**config.mk**
```make
export PLATFORM = sky130hd
export DESIGN_NAME = uart_tx_queue_flat
export DESIGN_NICKNAME = d
export VERILOG_FILES = /design/src/rtl/UART_MIKE_pkg.sv /design/src/rtl/uart_tx_queue_if.sv /design/src/rtl/uart_txq_fifo.sv /design/src/rtl/uart_tx_queue.sv /design/src/flat_wrapper.sv
export SDC_FILE = /design/constraint.sdc
export NUM_CORES = 1
export LEC_CHECK = 0
export BUFFER_PORTS_ARGS = -buffer_cell sky130_fd_sc_hd__buf_2
export CAP_MARGIN = 20
export CORE_MARGIN = 2
export CORE_UTILIZATION = 45
export CTS_BUF_LIST = sky130_fd_sc_hd__clkbuf_4
export CTS_CLUSTER_DIAMETER = 150
export CTS_CLUSTER_SIZE = 28
export DETAILED_ROUTE_END_ITERATION = 16
export PLACE_DENSITY = 0.65
export REMOVE_ABC_BUFFERS = 1
export SLEW_MARGIN = 10
export SYNTH_ARGS = -nofsm -noshare
export SYNTH_HDL_FRONTEND = slang
export SYNTH_HIERARCHICAL = 1
export SYNTH_SLANG_ARGS = --single-unit
export TNS_END_PERCENT = 5
```
**constraint.sdc**
```tcl
create_clock -name clk -period 7.6 [get_ports clk]
set_clock_uncertainty 0.1 [all_clocks]
set_input_delay 1.52 -clock clk [delete_from_list [all_inputs] [get_ports clk]]
set_output_delay 1.52 -clock clk [all_outputs]
set_load 0.02 [all_outputs]
```
**src/rtl/UART_MIKE_pkg.sv**
```systemverilog
// Shared UART uncore definitions: byte width, TX queue depth and the
// TX queue send-FSM state type.
package UART_MIKE_pkg;
  localparam int UART_DATA_WIDTH = 8;
  localparam int UART_TXQ_DEPTH  = 16;

  typedef enum logic [1:0] {
    TXQ_IDLE,
    TXQ_SEND,
    TXQ_WAIT_DONE,
    TXQ_CLEAR
  } uart_txq_state_e;
endpackage

```
**src/rtl/uart_tx_queue_if.sv**
```systemverilog
// Byte handshake between the TX queue (master) and the UART core (slave).
interface uart_tx_queue_if
  import UART_MIKE_pkg::*;
#(
  parameter int DATA_W = UART_DATA_WIDTH
);
  logic [DATA_W-1:0] tx_data;
  logic              tx_send;
  logic              tx_flag;
  logic              tx_flag_clr;

  modport master (
    output tx_data,
    output tx_send,
    output tx_flag_clr,
    input  tx_flag
  );

  modport slave (
    input  tx_data,
    input  tx_send,
    input  tx_flag_clr,
    output tx_flag
  );
endinterface

```
**src/rtl/uart_txq_fifo.sv**
```systemverilog
// Byte FIFO for the TX queue: synchronous write, registered read-on-pop,
// registered occupancy with full/empty, and a synchronous flush.
module uart_txq_fifo
  import UART_MIKE_pkg::*;
#(
  parameter int DEPTH  = UART_TXQ_DEPTH,
  parameter int DATA_W = UART_DATA_WIDTH
) (
  input  logic                   clk,
  input  logic                   rst,
  input  logic                   wr_en,
  input  logic [DATA_W-1:0]      wr_data,
  input  logic                   rd_en,
  input  logic                   flush,
  output logic [DATA_W-1:0]      rd_data,
  output logic [$clog2(DEPTH):0] count,
  output logic                   empty,
  output logic                   full
);
  localparam int AW    = $clog2(DEPTH);
  localparam int CNT_W = AW + 1;

  logic [DATA_W-1:0] mem [DEPTH];
  logic [AW-1:0]     wr_ptr;
  logic [AW-1:0]     rd_ptr;
  logic              push;
  logic              pop;

  // A flush in the same cycle drops the incoming byte.
  assign push  = wr_en && !full && !flush;
  assign pop   = rd_en && !empty;
  assign empty = (count == '0);
  assign full  = (count == CNT_W'(DEPTH));

  always_ff @(posedge clk) begin
    if (push) begin
      mem[wr_ptr] <= wr_data;
    end
  end

  always_ff @(posedge clk) begin
    if (rst) begin
      wr_ptr  <= '0;
      rd_ptr  <= '0;
      count   <= '0;
      rd_data <= '0;
    end else begin
      if (pop) begin
        rd_data <= mem[rd_ptr];
      end
      if (flush) begin
        wr_ptr <= '0;
        rd_ptr <= '0;
        count  <= '0;
      end else begin
        if (push) begin
          wr_ptr <= wr_ptr + 1'b1;
        end
        if (pop) begin
          rd_ptr <= rd_ptr + 1'b1;
        end
        case ({push, pop})
          2'b10:   count <= count + 1'b1;
          2'b01:   count <= count - 1'b1;
          default: count <= count;
        endcase
      end
    end
  end
endmodule

```
**src/rtl/uart_tx_queue.sv**
```systemverilog
// MMIO-side UART transmit queue: buffers CPU byte stores and feeds them to the
// UART core one at a time through the send/flag/clear handshake.
module uart_tx_queue
  import UART_MIKE_pkg::*;
#(
  parameter int DEPTH  = UART_TXQ_DEPTH,
  parameter int DATA_W = UART_DATA_WIDTH
) (
  input  logic                   clk,
  input  logic                   rst,
  input  logic                   wr_en,
  input  logic [DATA_W-1:0]      wr_data,
  input  logic                   flush,
  input  logic                   ovf_clr,
  uart_tx_queue_if.master        uart,
  output logic [$clog2(DEPTH):0] count,
  output logic                   empty,
  output logic                   full,
  output logic                   overflow,
  output logic                   busy
);
  uart_txq_state_e   state;
  uart_txq_state_e   state_next;
  logic              pop;
  logic              send;
  logic              flag_clr;
  logic [DATA_W-1:0] head_data;

  uart_txq_fifo #(
    .DEPTH  (DEPTH),
    .DATA_W (DATA_W)
  ) u_fifo (
    .clk     (clk),
    .rst     (rst),
    .wr_en   (wr_en),
    .wr_data (wr_data),
    .rd_en   (pop),
    .flush   (flush),
    .rd_data (head_data),
    .count   (count),
    .empty   (empty),
    .full    (full)
  );

  always_ff @(posedge clk) begin
    if (rst) begin
      state <= TXQ_IDLE;
    end else begin
      state <= state_next;
    end
  end

  // IDLE also waits for tx_flag low so a stale flag can never be mistaken
  // for completion of the next byte.
  always_comb begin
    state_next = state;
    pop        = 1'b0;
    send       = 1'b0;
    flag_clr   = 1'b0;
    case (state)
      TXQ_IDLE: begin
        if (!empty && !uart.tx_flag) begin
          pop        = 1'b1;
          state_next = TXQ_SEND;
        end
      end
      TXQ_SEND: begin
        send       = 1'b1;
        state_next = TXQ_WAIT_DONE;
      end
      TXQ_WAIT_DONE: begin
        if (uart.tx_flag) begin
          state_next = TXQ_CLEAR;
        end
      end
      TXQ_CLEAR: begin
        flag_clr   = 1'b1;
        state_next = TXQ_IDLE;
      end
      default: state_next = TXQ_IDLE;
    endcase
  end

  // A new drop beats a simultaneous clear; a flushed push is not a drop.
  always_ff @(posedge clk) begin
    if (rst) begin
      overflow <= 1'b0;
    end else if (wr_en && full && !flush) begin
      overflow <= 1'b1;
    end else if (ovf_clr) begin
      overflow <= 1'b0;
    end
  end

  assign uart.tx_data     = head_data;
  assign uart.tx_send     = send;
  assign uart.tx_flag_clr = flag_clr;
  assign busy             = (state != TXQ_IDLE);
endmodule

```
**src/flat_wrapper.sv**
```systemverilog
// flat-port wrapper written by rule: the top's interface ports become plain ports
module uart_tx_queue_flat import UART_MIKE_pkg::*;
#(
  parameter int DEPTH  = UART_TXQ_DEPTH,
  parameter int DATA_W = UART_DATA_WIDTH
)
  (clk, rst, wr_en, wr_data, flush, ovf_clr, count, empty, full, overflow, busy, uart_tx_data, uart_tx_send, uart_tx_flag_clr, uart_tx_flag);
  uart_tx_queue_if #(.DATA_W(DATA_W)) uart_i ();
  input  logic clk;
  input  logic rst;
  input  logic wr_en;
  input  logic [DATA_W-1:0] wr_data;
  input  logic flush;
  input  logic ovf_clr;
  output logic [$clog2(DEPTH):0] count;
  output logic empty;
  output logic full;
  output logic overflow;
  output logic busy;
  output wire logic [$bits(uart_i.tx_data)-1:0] uart_tx_data;
  output wire logic [$bits(uart_i.tx_send)-1:0] uart_tx_send;
  output wire logic [$bits(uart_i.tx_flag_clr)-1:0] uart_tx_flag_clr;
  input wire logic [$bits(uart_i.tx_flag)-1:0] uart_tx_flag;
  assign uart_tx_data = uart_i.tx_data;
  assign uart_tx_send = uart_i.tx_send;
  assign uart_tx_flag_clr = uart_i.tx_flag_clr;
  assign uart_i.tx_flag = uart_tx_flag;
  uart_tx_queue #(.DEPTH(DEPTH), .DATA_W(DATA_W)) u_core (.clk(clk), .rst(rst), .wr_en(wr_en), .wr_data(wr_data), .flush(flush), .ovf_clr(ovf_clr), .uart(uart_i), .count(count), .empty(empty), .full(full), .overflow(overflow), .busy(busy));
endmodule
```
==> impl_results.md, run 1 <==
* CP Capture Type: register
* Fin crit share at a little over half
* Seq cells post-synth at approximately 150
* CTS tree: done
* Synth Area per Inst at 16.0 um^2
* Final setup viols at 0
* Hold WC Path Type: register to register
* Non-filler cells, final at around 600
* Die Y at 121 um
* Static Leak at roughly 2.2 nW
* CTS Root Cell: clkbuf_4
* Most used DFF post-synth: edfxtp_1
* Crit path time final at about 4 ns
* Residual DRC count at 0
* EDFF count, synth at 128
* Combinational fraction of design power at 5.1%
* Run status: completed
* Resized cells post-CTS at 0
* Core area at 13300 um^2
* Yosys warnings at 6
* Final ANT Viol Nets at 0
* Gpl congestion at 0.762
* Total CTS buffers at 17
* WL final at 11600 um
* Startpoint Class: input pin
* GRT Overall Usage at 17.1%
* Die W at around 120 um
* CP Data Arrival Time at 4.36 ns
* Largest net degree at the start of global routing at 51
* Delay-heaviest family, CP: compound AO/OA/AOI/OAI gates
* Vias in the first global route at 3270
* Critical Path, Cell by Cell: buf_2, nor3_1, a21boi_2, ha_1, ha_1, nor2b_1, o21ai_0, nor4b_1, o21ai_0, a21oi_1
* Kind of critical path: input pin to register
* Pwr/cell area at 223 nW/um^2
* Synthesized netlist cell count at 387
* Mapped Area at ~6200 um^2
* Post-route setup TNS at 0 ns
* Post-cts hold buffer count at 0
* Total gr overflow at 0
* Share of layout cells above drive strength 1 at 21.7%
* Slew margin rel. at around two fifths
* Clk slew on worst S/H paths at 0.13 ns
* Area growth syn-to-layout at 10.3%
* Fill cell count at 1141
* Worst Tran Pin Value at 0.920 ns
* 1st-pass router iterations at 4
* Ys async rst share at 0%
* Vias per cell at 5.41
* RSZ-0062 raised after global routing: no
* Max frequency at about 0.25 GHz
* Int Power at 1.21 mW
* # rows at 42
* Count of different cell masters after synthesis at 41
* # Post-CTS Setup Buffers at 0
* Worst-path fanout max at 21
* Sw Pwr at 315 uW
* Initial antenna violation count at 1
* Placed Cells at 581
* Routed wire per std cell at 19.0 um
* Vias at 3320
* Clock latency on the worst-skew pair at a little over 0.5 ns
* Critical Path RT at 7.96 ns
* CP Buf/Inv Count at 1
* Hpwl dp at about 7500 um
* Final net count at 453
* Die area at 14700 um^2
* Clock power frac at 34.9%
* First-pass GRT wire length at 17900 um
* Switching Share at ~21%
* Crit-path max cell delay at ~0.74 ns
* I/O Pins at 33
* Port Buffers at 32
* Sequential share of power at 60.0%
* Worst vdd ir at 0.0000984 V
* Maxcap violations at 0
* Htree depth at 4
* Slew Viols, Final at 0
* Clk buf depth at 2
* Register area share after synthesis at 69.9%
* Drt initial violations at 239
* Final Hold Fails at 0
* Starting Density at 46.4%
* CTS Sinks at 152
* Slowest-stage cell, CP: a21boi_2
area by class of cell:
cell class | instances | area (um^2) | share of cell area, %
well taps | 176 | 220 | 3.23
clock inverters | 11 | 154 | 2.25
inverters | 13 | 48.8 | 0.715
repair buffers | 38 | 205 | 3.01
multi-input cells | 202 | 1710 | 25.1
clock buffers | 21 | 158 | 2.31
flip-flops and latches | 152 | 4330 | 63.4
diodes | 1 | 2.50 | 0.0367
layout by cell type, fill, tap and decap left out, types with 5 or more instances in the layout:
master	instances
nor2_1	45
mux2i_1	33
nor3_1	6
dfxtp_1	23
nand2_1	8
a22oi_1	8
mux4_2	16
a21oi_1	8
buf_2	32
buf_4	6
clkbuf_4	21
xor2_1	5
a311oi_1	8
ha_1	14
inv_1	13
o22ai_1	16
edfxtp_1	128
per-stage QoR:
step	power [mW]	worst slack [ns]	util, %	hold WS, ns	area (um^2)
floorplan	0.981	3.27	-	0.423	6080
global placement	1.01	3.27	48.7	0.356	6500
detailed placement	1.01	3.11	48.8	0.360	6510
CTS	1.54	3.69	51.1	0.381	6820
global route	1.59	3.49	51.1	0.410	6830
finish	1.52	3.60	51.1	0.380	6830
worst min-delay path, delay by kind of cell (launching register included):
family / cells / cell delay, ns
AND/OR/NAND/NOR: 1 / 0.06
flip-flops: 1 / 0.33
AO/OA/AOI/OAI: 1 / 0.05
sequential cells by signal, summed over array words and instances, names as in the netlist:
name	cells
u_core/state	2
u_core/u_fifo/rd_data	8
u_core/u_fifo/mem	128
u_core/u_fifo/wr_ptr	4
u_core/u_fifo/count	5
u_core/overflow	1
u_core/u_fifo/rd_ptr	4
cells in the mapped netlist, drive strengths merged, types with 2 or more instances:
| cell type | count | share of area, % |
|---|---|---|
| mux4 | 16 | 5.8 |
| mux2i | 33 | 5.3 |
| xnor2 | 3 | 0.42 |
| buf | 15 | 1.4 |
| edfxtp | 128 | 62 |
| xor2 | 5 | 0.71 |
| a311oi | 8 | 1.1 |
| a22oi | 8 | 0.97 |
| nor2 | 45 | 2.7 |
| a211oi | 4 | 0.73 |
| nand4 | 2 | 0.20 |
| nor3 | 6 | 0.49 |
| a21oi | 9 | 0.79 |
| nand2 | 8 | 0.49 |
| nand2b | 5 | 0.63 |
| or3 | 2 | 0.28 |
| dfxtp | 24 | 7.8 |
| inv | 13 | 0.79 |
| ha | 14 | 2.8 |
| nor2b | 4 | 0.40 |
| o22ai | 16 | 1.6 |
| clkbuf | 5 | 0.30 |
| nand3b | 2 | 0.24 |
| o21ai | 3 | 0.42 |
power groups by stage:
stage          Combinational (mW)  Sequential [mW]  Clock [mW]
6_report                   0.0779            0.913       0.532
5_1_grt                    0.0853            0.914       0.590
4_1_cts                    0.0791            0.913       0.547
3_5_place_dp               0.0790            0.932           0
3_3_place_gp               0.0746            0.932           0
2_1_floorplan              0.0484            0.932           0
path summary, 6_finish.rpt:
path,slack [ns],depth (start not counted),endpoint,startpoint
setup reg to reg,3.95,11,u_core/u_fifo/count[4],u_core/u_fifo/count[0]
setup / recovery,3.60,10,u_core/u_fifo/count[4],uart_tx_flag
hold reg to reg,0.38,2,u_core/overflow,u_core/overflow
hold / removal,0.38,2,u_core/overflow,u_core/overflow
cells by family after synthesis:
kind of cell,Yosys count,synth area share (%)
compound gates,51,6.07
xor+xnor,8,1.13
fa+ha+maj,15,3.15
buf+inv,33,2.51
flops,152,69.9
mux,49,11.2
simple gates,79,6.11
per-layer routing:
metal | part of all wire (%) | track usage, % | routed length (um)
met4 | 0.96 | 6.11 | 112
met2 | 52 | 28.3 | 6000
met5 | 0 | 0 | 0
met3 | 6.2 | 4.37 | 723
met1 | 41 | 22.1 | 4810
(Power assumes the default switching activity.)
==> run 2: changes to the inputs <==
Clock period 7.6 ns to 3.85 ns, I/O delays scaled along.
==> run 2 against run 1 <==
  * Sequential power up 97%
  * Via count down 0.21%
  * Core utilization down 0.66 points
  * Critical path type is now register to register
==> impl_results.md, run 2 (synthesis gave the netlist of run 1 again) <==
* Max reg flops at 128 (unchanged)
* Hpwl dp at 7520 um (-0.18%)
* Hold WC Path Type: register to register
* Area growth syn-to-layout at 8.90%
* Commonest non-fill, non-tap cell in the layout: edfxtp_1
* Largest net degree at the start of global routing at 51 (unchanged)
* Routed wire per std cell at 18.7 um (-1.3%)
* Kind of critical path: register to register
* Die W at 121 um (unchanged)
* Fill cell count at 1122 (-1.7%)
* Biggest register: u_core/u_fifo/mem
* Slowest-stage cell, CP: a21boi_4
* Area of the multi-input gates at 1720 um^2 (+0.44%)
* Total CTS buffers at 17 (unchanged)
* Die Y at 121 um (unchanged)
* Critical Path RT at 4.21 ns (-3.75 ns)
* Die area at 14700 um^2 (unchanged)
* I/O Pins at 33 (unchanged)
* Fin crit share at 87.5%
* Int Power at 2.14 mW (+77%)
* Initial antenna violation count at 1 (unchanged)
* Crit path from: u_core/u_fifo/count[0]
* Max frequency at 0.297 GHz
* Design Area, Final at 6740 um^2 (-1.3%)
* Vias at 3313 (-0.21%)
* Final Hold Fails at 0 (unchanged)
* Post-cts hold buffer count at 0 (unchanged)
* Vias in the first global route at 3266 (-0.12%)
* Total gr overflow at 0 (unchanged)
* Combinational fraction of design power at 5.5% (+0.4 points)
* Run status: completed
* Commonest non-fill, non-tap cells in the layout: edfxtp_1 (128), nor2_1 (45), mux2i_1 (33)
* CP Capture Type: register
* Post-route setup TNS at 0 ns (unchanged)
* Residual DRC count at 0 (unchanged)
* CTS tree: done
* Final WS setup at 0.482 ns (-3.11 ns)
* First-pass GRT wire length at 17800 um (-0.58%)
* Final net count at 453 (unchanged)
* Static Leak at 2.15 nW (-1.6%)
* Placed instance area at 6510 um^2 (unchanged)
* Gpl congestion at 0.796 (+4.5%)
* Clk buf depth at 2 (unchanged)
* Critical Path, Cell by Cell: or4_1, nor2_1, nor3_1, a21boi_4, ha_1, inv_1, fa_1, nor2b_1, o21ai_0, nor4b_1, or3_1, a21oi_1
* Pwr/cell area at 408 nW/um^2 (+83%)
* Worst-path fanout max at 21 (unchanged)
* Htree depth at 4 (unchanged)
* Slew margin rel. at 44.4% (+6.1 points)
* Regs by FF count: u_core/u_fifo/mem (128), u_core/u_fifo/rd_data (8), u_core/u_fifo/count (5)
* CP Data Arrival Time at 3.73 ns (-0.63 ns)
* RSZ-0062 raised after global routing: no
* Final setup viols at 0 (unchanged)
* Post-layout util at 50.5% (-0.66 points)
* Clock latency on the worst-skew pair at 0.52 ns (about the same)
* Crit path time final at 3.37 ns
* Starting Density at 46.4% (unchanged)
* Pre-CTS setup slack at 0.130 ns (-2.98 ns)
* 1st-pass router iterations at 4 (unchanged)
* Register area at 4330 um^2 (unchanged)
* WL final at 11500 um (-1.3%)
* Startpoint Class: register
* Delay-heaviest family, CP: simple AND/OR/NAND/NOR gates
* Worst vdd ir at 0.000126 V (+28%)
* Sequential share of power at 65.5% (+5.5 points)
* Port Buffers at 32 (unchanged)
* Total chip power at 2.75 mW (+81%)
* Clk slew on worst S/H paths at 0.12 ns (about the same)
* CTS Sinks at 152 (unchanged)
* Core area at 13300 um^2 (unchanged)
* Worst Tran Pin Value at 0.830 ns (-0.0896 ns)
* RR Startpoint: u_core/u_fifo/count[0]
* Drt initial violations at 214 (-10%)
* Sw Pwr at 610 uW (+93%)
* # rows at 42 (unchanged)
* Vias per cell at 5.40 (-0.21%)
* GRT Overall Usage at 16.8% (-0.32 points)
* Slew Viols, Final at 0 (unchanged)
* Final ANT Viol Nets at 0 (unchanged)
* Share of layout cells above drive strength 1 at 22.0% (+0.23 points)
* Hold_sp: u_core/overflow
* Crit-path max cell delay at 0.53 ns (-0.21 ns)
* Clock power frac at 29.0% (-5.9 points)
* Switching Share at 22.2% (+1.5 points)
* Maxcap violations at 0 (unchanged)
* CP Buf/Inv Count at 1 (unchanged)
* CTS Root Cell: clkbuf_4
[run 2: final timing paths]
check,end,slack (ns),depth (start not counted)
worst max-delay path,u_core/u_fifo/count[4],0.48,12
worst min-delay path,u_core/overflow,0.38,2
worst max register to register,u_core/u_fifo/count[4],0.48,12
worst min register to register,u_core/overflow,0.38,2
[run 2: metal layers]
metal  routed length, um  vias up  GRT usage [%]
met5                   0        -              0
met4                 323        0           7.76
met3                 534       17           4.37
met2                5410       88           25.6
met1                5230     1642           22.7
li1                    -     1566              -
[run 2: power groups by stage]
stage	logic [mW]	registers [mW]	clock network, mW
global route	0.168	1.80	0.884
finish	0.151	1.80	0.798
detailed placement	0.153	1.84	0
CTS	0.153	1.80	0.826
global placement	0.148	1.84	0
floorplan	0.0956	1.84	0
[run 2: worst reg2reg max path: stages, from the launching register on]
cell	delay, ns
dfxtp_1	0.46
or4_1	0.19
nor2_1	0.10
nor3_1	0.20
a21boi_4	0.53
ha_1	0.36
inv_1	0.10
fa_1	0.38
nor2b_1	0.17
o21ai_0	0.12
nor4b_1	0.16
or3_1	0.31
a21oi_1	0.12
[run 2: layout make-up]
cell class,instances,area share (%)
sequential,152,64.2
multi-input combinational,202,25.5
tap,176,3.27
timing repair buffer,38,3.04
clock buffer,24,2.67
inverter,13,0.724
clock inverter,8,0.538
antenna,1,0.0371
[run 2: through the flow]
step	std cells	hold slack, ns
4_1_cts	613	0.346
3_3_place_gp	581	0.357
2_1_floorplan	367	0.423
6_report	614	0.379
3_5_place_dp	581	0.364
5_1_grt	614	0.371
[run 2: repair_timing]
item,4_1_cts,5_1_grt
gates resized for setup,0,1
hold endpoints to repair,0,0
setup endpoints to repair,0,1
buffers inserted,0,0
==> run 3: changes to the inputs <==
Settings changed: PLACE_DENSITY 0.65 to 0.67.
Clock period 3.85 ns to 2.8 ns, I/O delays scaled along.
==> run 3 against run 2 <==
  * Global-route usage rose by 1.2 points
  * Combinational power grew 71%
  * Wire length is 8.0% higher
  * Design area increased by 6.7%
  * Critical path depth did not move
  * Critical path type unchanged
  * Critical endpoint unchanged
  * Largest power group unchanged
==> impl_results.md, run 3 (synthesis gave the netlist of run 1 again) <==
* Commonest non-fill, non-tap cell in the layout: edfxtp_1
* First-pass GRT wire length at 19000 um (+6.9%)
* Final WS setup at 0.0985 ns (-0.383 ns)
* Design Area, Final at 7190 um^2 (+6.7%)
* Final ANT Viol Nets at 0 (unchanged)
* CP Capture Type: register
* Htree depth at 4 (unchanged)
* Kind of critical path: register to register
* CTS tree: done
* Static Leak at 2.36 nW (+9.7%)
* Die area at 14700 um^2 (unchanged)
* Final Hold Fails at 0 (unchanged)
* Slew Viols, Final at 0 (unchanged)
* Final setup viols at 0 (unchanged)
* Startpoint Class: register
* Regs by FF count: u_core/u_fifo/mem (128), u_core/u_fifo/rd_data (8), u_core/u_fifo/count (5)
* Starting Density at 46.4% (unchanged)
* Register area at 4330 um^2 (about the same)
* Worst vdd ir at 0.000276 V (+120%)
* Max reg flops at 128 (unchanged)
* 1st-pass router iterations at 4 (unchanged)
* CTS Sinks at 152 (unchanged)
* WL final at 12400 um (+8.0%)
* CTS Root Cell: clkbuf_4
* Placed instance area at 6700 um^2 (+2.8%)
* Post-route setup TNS at 0 ns (unchanged)
* Commonest non-fill, non-tap cells in the layout: edfxtp_1 (128), nor2_1 (44), buf_4 (34)
* RSZ-0062 raised after global routing: yes
* CP Data Arrival Time at 3.07 ns (-0.66 ns)
* Drt initial violations at 223 (+4.2%)
* Max frequency at 0.370 GHz (+25%)
* Pre-CTS setup slack at -0.198 ns (-0.328 ns)
* Vias in the first global route at 3501 (+7.2%)
* Clk slew on worst S/H paths at 0.12 ns (about the same)
* Core area at 13300 um^2 (unchanged)
* Biggest register: u_core/u_fifo/mem
* Clk buf depth at 2 (unchanged)
* Initial antenna violation count at 1 (unchanged)
* Run status: completed
* Largest net degree at the start of global routing at 51 (unchanged)
* Port Buffers at 32 (unchanged)
* # rows at 42 (unchanged)
* Final net count at 483 (+6.6%)
* Critical Path RT at 3.17 ns (-1.04 ns)
* Vias at 3509 (+5.9%)
* Pwr/cell area at 585 nW/um^2 (+43%)
* Fill cell count at 1075 (-4.2%)
* Hpwl dp at 7780 um (+3.5%)
* Crit path time final at 2.70 ns (-0.667 ns)
* Area of the multi-input gates at 1820 um^2 (+5.5%)
* Hold WC Path Type: input pin to register
* Die Y at 121 um (unchanged)
* I/O Pins at 33 (unchanged)
* Routed wire per std cell at 19.3 um (+3.0%)
* Die W at 121 um (unchanged)
* Worst-path fanout max at 3 (-86%)
* Clock latency on the worst-skew pair at 0.52 ns (about the same)
* Gpl congestion at 0.778 (-2.2%)
* Total CTS buffers at 17 (unchanged)
* Total chip power at 4.20 mW (+53%)
* Area growth syn-to-layout at 16.2%
* Slew margin rel. at 55.8% (+11 points)
* Fin crit share at 96.5% (+9.0 points)
* Residual DRC count at 0 (unchanged)
* Maxcap violations at 0 (unchanged)
* Share of layout cells above drive strength 1 at 31.0% (+9.1 points)
* Total gr overflow at 0 (unchanged)
* Worst Tran Pin Value at 0.662 ns (-0.168 ns)
* Vias per cell at 5.45 (+0.98%)
* GRT Overall Usage at 18.0% (+1.2 points)
[run 3: cell types whose count changed in the layout (fill, tap and decap cells not counted), moves of 3 or more]
cell       delta
buf_4        +28
clkinv_4      +3
inv_1         -3
ha_1          -4
ha_4          +4
bufinv_16     +4
clkbuf_4      -5
[run 3: routing by layer]
metal  vias to the layer above  routed length [um]  GRT usage [%]
met5                         -                   0              0
met4                         0                 173           5.60
met3                        13                 776           5.08
met2                        95                6160           28.8
met1                      1767                5310           24.0
li1                       1634                   -              -
[run 3: cell type report]
type                    count  area share (%)
multi-input cells         202            25.3
diodes                      1          0.0348
repair buffers             68            6.30
inverters                  13           0.679
clock buffers              19            1.98
clock inverters            13            2.47
well taps                 176            3.06
flip-flops and latches    152            60.2
[run 3: power breakdown]
part	leakage (nW)	switching (mW)	total, mW	internal [mW]
clock network	0.181	0.741	1.47	0.727
logic	0.833	0.158	0.258	0.100
registers	1.35	0.0106	2.48	2.47
[run 3: final timing paths]
check                                             from                endpoint  slack [ns]  cells after the start
worst max-delay path            u_core/u_fifo/count[3]  u_core/u_fifo/count[4]         0.1                     12
worst min-delay path                           ovf_clr         u_core/overflow        0.21                      3
worst max register to register  u_core/u_fifo/count[3]  u_core/u_fifo/count[4]         0.1                     12
worst min register to register         u_core/overflow         u_core/overflow        0.40                      2
[run 3: repair_timing]
action / CTS / global route
buffers inserted: 5 / 2
hold buffers: 0 / 0
resized for setup: 16 / 11
gates cloned: 0 / 0
endpoints found under the setup margin: 1 / 3
pin swaps: 8 / 8
endpoints found under the hold margin: 0 / 0
[run 3: critical path: stages, from the launching register on]
cell      delay [ns]
dfxtp_2         0.34
or4_4           0.56
nor2_4          0.11
nor3_1          0.06
a21boi_2        0.17
ha_4            0.19
inv_2           0.08
fa_2            0.25
nor2b_4         0.06
o21ai_2         0.15
a211oi_2        0.10
or3_1           0.37
a21oi_2         0.12
[run 3: stage by stage]
stage,hold slack (ns),std cells,util (%)
final,0.206,644,53.9
after global routing,0.138,644,53.9
after CTS,0.144,641,53.4
after detailed placement,0.373,604,50.2
after global placement,0.355,604,50.2
after floorplan,0.423,367,-
